File: config.mk
export PLATFORM = sky130hd
export DESIGN_NAME = shift_reg_univ
export DESIGN_NICKNAME = d
export VERILOG_FILES = /design/src/rtl/shift_reg_univ.sv
export SDC_FILE = /design/constraint.sdc
export NUM_CORES = 1
export LEC_CHECK = 0
export CAP_MARGIN = 20
export CORE_ASPECT_RATIO = 1.2
export CORE_UTILIZATION = 40
export CTS_CLUSTER_SIZE = 10
export DETAILED_ROUTE_END_ITERATION = 12
export PLACE_DENSITY = 0.77
export SETUP_SLACK_MARGIN = 0.15
export SLEW_MARGIN = 20
export SYNTH_ARGS = -nofsm -noshare
export SYNTH_HDL_FRONTEND = slang
export SYNTH_SLANG_ARGS = --single-unit
File: constraint.sdc
create_clock -name clk -period 1.6 [get_ports clk]
set_input_delay 0.32 -clock clk [delete_from_list [all_inputs] [get_ports clk]]
set_output_delay 0.32 -clock clk [all_outputs]
set_load 0.02 [all_outputs]
File: src/rtl/shift_reg_univ.sv
// Universal shift register: bidirectional shift, rotate, arithmetic shift,
// parallel load and clear, with a shift-step frame counter and end-of-frame pulse.
module shift_reg_univ #(
    parameter  int unsigned WIDTH = 8,
    localparam int unsigned CNT_W = $clog2(WIDTH)
) (
    input  logic             clk,
    input  logic             rst_n,
    input  logic             en,
    input  logic [2:0]       mode,
    input  logic             si,
    input  logic [WIDTH-1:0] d,
    output logic [WIDTH-1:0] q,
    output logic             so_l,
    output logic             so_r,
    output logic [CNT_W-1:0] cnt,
    output logic             frame_done
);

    localparam logic [2:0] MODE_HOLD = 3'b000;
    localparam logic [2:0] MODE_SHL  = 3'b001;
    localparam logic [2:0] MODE_SHR  = 3'b010;
    localparam logic [2:0] MODE_ROL  = 3'b011;
    localparam logic [2:0] MODE_ROR  = 3'b100;
    localparam logic [2:0] MODE_LOAD = 3'b101;
    localparam logic [2:0] MODE_ASR  = 3'b110;
    localparam logic [2:0] MODE_CLR  = 3'b111;

    localparam logic [CNT_W-1:0] CNT_LAST = CNT_W'(WIDTH - 1);

    logic [WIDTH-1:0] q_nxt;
    logic [CNT_W-1:0] cnt_nxt;
    logic             frame_done_nxt;
    logic             shift_step_c;

    // Next register value; en=0 falls through to HOLD behaviour
    always_comb begin
        q_nxt        = q;
        shift_step_c = 1'b0;
        if (en) begin
            case (mode)
                MODE_HOLD: q_nxt = q;
                MODE_SHL: begin
                    q_nxt        = {q[WIDTH-2:0], si};
                    shift_step_c = 1'b1;
                end
                MODE_SHR: begin
                    q_nxt        = {si, q[WIDTH-1:1]};
                    shift_step_c = 1'b1;
                end
                MODE_ROL: begin
                    q_nxt        = {q[WIDTH-2:0], q[WIDTH-1]};
                    shift_step_c = 1'b1;
                end
                MODE_ROR: begin
                    q_nxt        = {q[0], q[WIDTH-1:1]};
                    shift_step_c = 1'b1;
                end
                MODE_LOAD: q_nxt = d;
                MODE_ASR: begin
                    q_nxt        = {q[WIDTH-1], q[WIDTH-1:1]};
                    shift_step_c = 1'b1;
                end
                MODE_CLR: q_nxt = '0;
                default:  q_nxt = q;
            endcase
        end
    end

    // Frame counter: wraps after WIDTH shift steps; LOAD/CLR abandon the frame
    always_comb begin
        cnt_nxt        = cnt;
        frame_done_nxt = 1'b0;
        if (shift_step_c) begin
            if (cnt == CNT_LAST) begin
                cnt_nxt        = '0;
                frame_done_nxt = 1'b1;
            end else begin
                cnt_nxt = cnt + CNT_W'(1);
            end
        end else if (en && (mode == MODE_LOAD || mode == MODE_CLR)) begin
            cnt_nxt = '0;
        end
    end

    always_ff @(posedge clk or negedge rst_n) begin
        if (!rst_n) begin
            q          <= '0;
            cnt        <= '0;
            frame_done <= 1'b0;
        end else begin
            q          <= q_nxt;
            cnt        <= cnt_nxt;
            frame_done <= frame_done_nxt;
        end
    end

    assign so_l = q[WIDTH-1];
    assign so_r = q[0];

endmodule

# --- After elaboration in Yosys (flattened, before gate mapping) ---
# Cells that the tools add are included.
op_classes:
  addsub: 1
  n_eq_ne: 8
  n_mux: 8
  bitwise: 2
  reduce_logical: 7
op_table:
  columns: ["cell", "n"]
  rows:
  - ["8-bit one-hot mux with 7 select lines", 1]
  - ["3-bit == test (second input constant)", 5]
  - ["3-bit two-way mux", 3]
  - ["3-bit by 2-bit == test with 1-bit output (second input constant)", 2]
  - ["5-bit OR reduction", 1]
  - ["1-bit two-way mux", 4]
  - ["3-bit by 1-bit adder with 3-bit output (second input constant)", 1]
  - ["3-bit by 1-bit == test with 1-bit output (second input constant)", 1]
  - ["3-bit zero test", 1]
  - ["3-bit AND reduction", 1]
  - ["1-bit NOT", 2]
  - ["2-bit AND reduction", 1]
  - ["2-bit nonzero test", 1]
  - ["1-bit logical AND", 1]
  - ["1-bit logical OR", 1]
totals:
  ff_bits: 12
  inputBits: 15
  output_inout_bits: 14
  word_cells: 30

# --- Logic depth before layout (Yosys ltp) ---
logic_depth:
  word_depth: 5
  ltp_mapped: 6

# --- Worst setup path before layout ---
# No wires, ideal clock.
synth_path:
  kind: "register to register"
  startpoint: "register cnt[0]"
  endpoint: "register cnt[0]"
  arrival_time_ps: 1217
  required_ps: 1536
  slack_ps: 319
  stages_incl_launch_ff: 5
  cell_sequence: "dfrtp_1 -> ha_1 -> ha_1 -> nor4_1 -> a21o_1"
synth_via:
  elab_chain_cells: 3
  word_cells_on_any_way: 4
synth_rtl:
  columns: ["item", "line", "text"]
  rows:
  - ["from (decl)", "16", "output logic [CNT_W-1:0] cnt,"]
  - ["from (signal assigned)", "93", "cnt <= cnt_nxt;"]
  - ["3-bit by 1-bit adder with 3-bit output / 3-bit == test (equally long branches)", "79, 75", null]
  - ["3-bit two-way mux (*)", "75", "if (cnt == CNT_LAST) begin"]
  - ["3-bit two-way mux (*)", "74", "if (shift_step_c) begin"]
# Mark *: on every way between the ends. The rest lies on a longest branch, timed or not.
# A chain may end at the register's enable or synchronous reset.

# --- Final worst setup path ---
layout_path:
  startpoint: "input mode[1]"
  endpoint: "register q[7]"
layout_via:
  elab_chain_cells: 3
  word_cells_on_any_way: 12
layout_rtl:
  columns: ["item", "line", "text"]
  rows:
  - ["from (decl)", "10", "input logic [2:0] mode,"]
  - ["branches (longest 3 deep; another with 8-bit one-hot mux with 7 select lines)", null, null]
  - ["to (signal assigned)", "92", "q <= q_nxt;"]
  - ["to (decl)", "13", "output logic [WIDTH-1:0] q,"]
# Parallel ways; which one is timed is not known.

==> results.cfg <==
[global_route]
grt_pass1_vias = 769
grt_first_pass_wirelength_mm = 3.48
top_usage_layer = met2
number_of_antenna_violations_at_the_first_check_in_global_routing = 0
met2_usage_pct = 34.3
groute.layer.met3.usage_pct = 3.18
gr-usage-met1_pct = 28.7
grtUsageTotal_pct = 20.8
largest_net_degree_at_the_start_of_global_routing = 13
global_route.overflow_total = 0

[floorplanning]
chipHeight_microns = 51.5
initial_core_util_pct = 43.6
die_w_microns = 43.2
placeableCoreArea_sq_um = 1870
placement_rows = 17
die_area_sq_um = 2220
design.portCount = 29

[placement]
placed_cells_incl_taps = 146
dp_hpwl_mm = 1.60
place_worst_setup_slack_ps = -169
numPortBuffers = 28
place.gp.congestion = 0.842

[cells_and_area]
mostFrequentLayoutCell = sky130_fd_sc_hd__nand2_1
finalNonFillerCells = 152
final_net_count = 151
areaGrowthSynthToFinish_pct = 47.2
drive_above_1_share_pct = 23.3
commonest_non_fill_non_tap_cells_in_the_layout = sky130_fd_sc_hd__nand2_1, sky130_fd_sc_hd__dlygate4sd2_1, sky130_fd_sc_hd__buf_4
antennaDiodeCount = 0

[sta]
fmaxAchievable_mhz = 712
timing.final.hold_violations = 0
setup_skew_ps = 1.90
rsz0062_at_grt = true
period_needed_ps = 1410
setup_viol_count_final = 0
hold-worst-slack_ps = 329
worst-slew-pin-transition_ps = 220
slew_headroom_pct = 85.2
slew_viol_final = 0
layout_worst_path_cycle_share_pct = 87.8
final.setup.worst_slack_ps = 195

[worst_setup_path]
max_stage_delay_ps = 420
worstPathCellList = clkdlybuf4s50_1, buf_4, nor2b_2, a22oi_1, o21ai_0, mux2_2
reg2reg_depth = 4
start_kind = input port
worstSetupEndpointType = register
r2r-start = cnt[0]
critPathSlowestCell = sky130_fd_sc_hd__clkdlybuf4s50_1
cp_top_family = buffers and inverters
critical_path.max_fanout = 10
crit_type = input port to register
crit_arrival_ps = 1580
regToRegEndpoint = cnt[0]
ff2ff_setup_slack_ps = 340
critPathBufInv = 2
crit_required_ps = 1780

[route]
route.vias.total = 833
post_drt_wl_per_cell_microns = 14.4
drt_drc_violations_left = 0
detail_route.vias_per_cell = 5.48
drt_pass1_iterations = 4
route.final.wire_length_mm = 2.18
first_iter_violations = 18
route.antenna.remaining_nets = 0

[worst_hold_path]
min-delay-path-class = input port to asynchronous set/reset pin

[logic_synthesis]
post_synth.cell_area_avg_sq_um = 8.59
largest_family_of_logic_cells_by_synthesized_area = compound AO/OA/AOI/OAI gates
synthMuxAreaShare_pct = 2.61
yosys.area_share.xor_xnor_pct = 1.07
synth-compound-area-share_pct = 25.2
total_number_of_yosys_warnings = 0
postSynthNetCount = 112
synthesized_instance_count = 95
sequential_share_of_the_synthesized_area_pct = 36.8
yosys.area_share.adder_pct = 3.07
ys_types = 31
netlist_area_sq_um = 816
post_synth_and_or_nand_nor_area_fraction_pct = 22.1
synth.ff_latch_count = 12

[cts]
cts_bufs_inserted = 3
max-clock-path-buffers = 2
cts_hold_repair_buffers = 0
cts_root_buf = sky130_fd_sc_hd__clkbuf_4
clock_slew_at_the_register_clock_pins_of_the_worst_setup_and_hold_paths_ps = 80
ctsHtreeMaxLevel = 1
clock_latency_ps = 290
cts_num_sinks = 12
cts_tree = yes

[power_and_ir_drop]
cellPowerDensity_nw_per_um2 = 983
power.static_leakage_nw = 0.592
irDropWorstVdd_mv = 0.674
power.total_mw = 1.18

[run]
drv_cap = 0

[outcome]
run_status = finished, final reports clean
worst max-delay path by stage:
stage,end,from,slack [ps],cells after the start
floorplan,cnt[0],cnt[0],320,4
global placement,q[1],mode[0],-140,5
detailed placement,q[2],mode[0],-170,5
CTS,q[2],mode[2],150,5
global route,q[7],mode[1],140,6
finish,q[7],mode[1],190,6
sequential cells by signal, indices dropped and copies added (netlist names):
| name | flops |
|---|---|
| q | 8 |
| frame_done | 1 |
| cnt | 3 |
per-layer routing:
layer,up-vias,part of all wire (%)
li1,409,-
met1,384,44
met2,37,48
met3,3,6.5
met4,0,1.1
met5,-,0
report_power, final:
| part | leakage [nW] | switching, mW | internal, mW |
|---|---|---|---|
| clock | 0.0210 | 0.115 | 0.139 |
| combinational | 0.417 | 0.256 | 0.235 |
| sequential | 0.154 | 0.0667 | 0.369 |
| total | 0.592 | 0.438 | 0.743 |
stage by stage:
stage | util (%) | instance area, sq um | setup TNS (ps)
after global placement | 61.4 | 1150 | -1270
final | 64.2 | 1200 | 0
after floorplan | - | 816 | 0
after detailed placement | 61.4 | 1150 | -1610
after global routing | 64.2 | 1200 | 0
after CTS | 62.5 | 1170 | 0
synthesized netlist by cell type:
cell type,n,area share [%]
sky130_fd_sc_hd__o21ai_1,3,1.8
sky130_fd_sc_hd__inv_1,2,0.92
sky130_fd_sc_hd__nand2b_1,1,0.77
sky130_fd_sc_hd__nor2_1,1,0.46
sky130_fd_sc_hd__or2_1,1,0.77
sky130_fd_sc_hd__a21o_1,1,0.92
sky130_fd_sc_hd__buf_4,4,3.7
sky130_fd_sc_hd__a21oi_1,7,4.3
sky130_fd_sc_hd__nand2_1,22,10
sky130_fd_sc_hd__buf_6,2,2.8
sky130_fd_sc_hd__nor3b_1,1,0.92
sky130_fd_sc_hd__a22oi_1,1,0.92
sky130_fd_sc_hd__and2_1,1,0.77
sky130_fd_sc_hd__and3_1,1,0.77
sky130_fd_sc_hd__ha_1,2,3.1
sky130_fd_sc_hd__a211o_1,1,1.1
sky130_fd_sc_hd__nand3_1,2,1.2
sky130_fd_sc_hd__xor2_1,1,1.1
sky130_fd_sc_hd__o221a_2,5,6.9
sky130_fd_sc_hd__o21ai_4,1,2.0
sky130_fd_sc_hd__buf_2,3,1.8
sky130_fd_sc_hd__nor2b_1,6,4.6
sky130_fd_sc_hd__o21a_1,1,0.92
sky130_fd_sc_hd__nand3b_1,1,0.92
sky130_fd_sc_hd__o32a_1,1,1.2
sky130_fd_sc_hd__mux2_2,1,1.4
sky130_fd_sc_hd__mux2i_1,1,1.2
sky130_fd_sc_hd__dfrtp_1,12,37
sky130_fd_sc_hd__nor4_1,1,0.77
sky130_fd_sc_hd__o22ai_1,1,0.77
sky130_fd_sc_hd__o21ai_0,7,4.3
cell families after synthesis:
group | after synthesis
buffers and inverters | 11
multiplexers | 2
adder cells (fa/ha/maj) | 2
XOR/XNOR | 1
AND/OR/NAND/NOR | 38
AO/OA/AOI/OAI | 29
flip-flops | 12
area by class of cell:
class	count	area [sq um]
clock buffers	4	36.3
fillers	172	671
inverters	2	7.51
multi-input cells	72	452
flip-flops and latches	12	300
well taps	19	23.8
repair buffers	43	382
timing repair:
item,in CTS,in global routing
setup buffers,0,2
gates resized for setup,16,7
endpoints found under the setup margin,20,12
pin swaps,0,2
(Power assumes the default switching activity.)
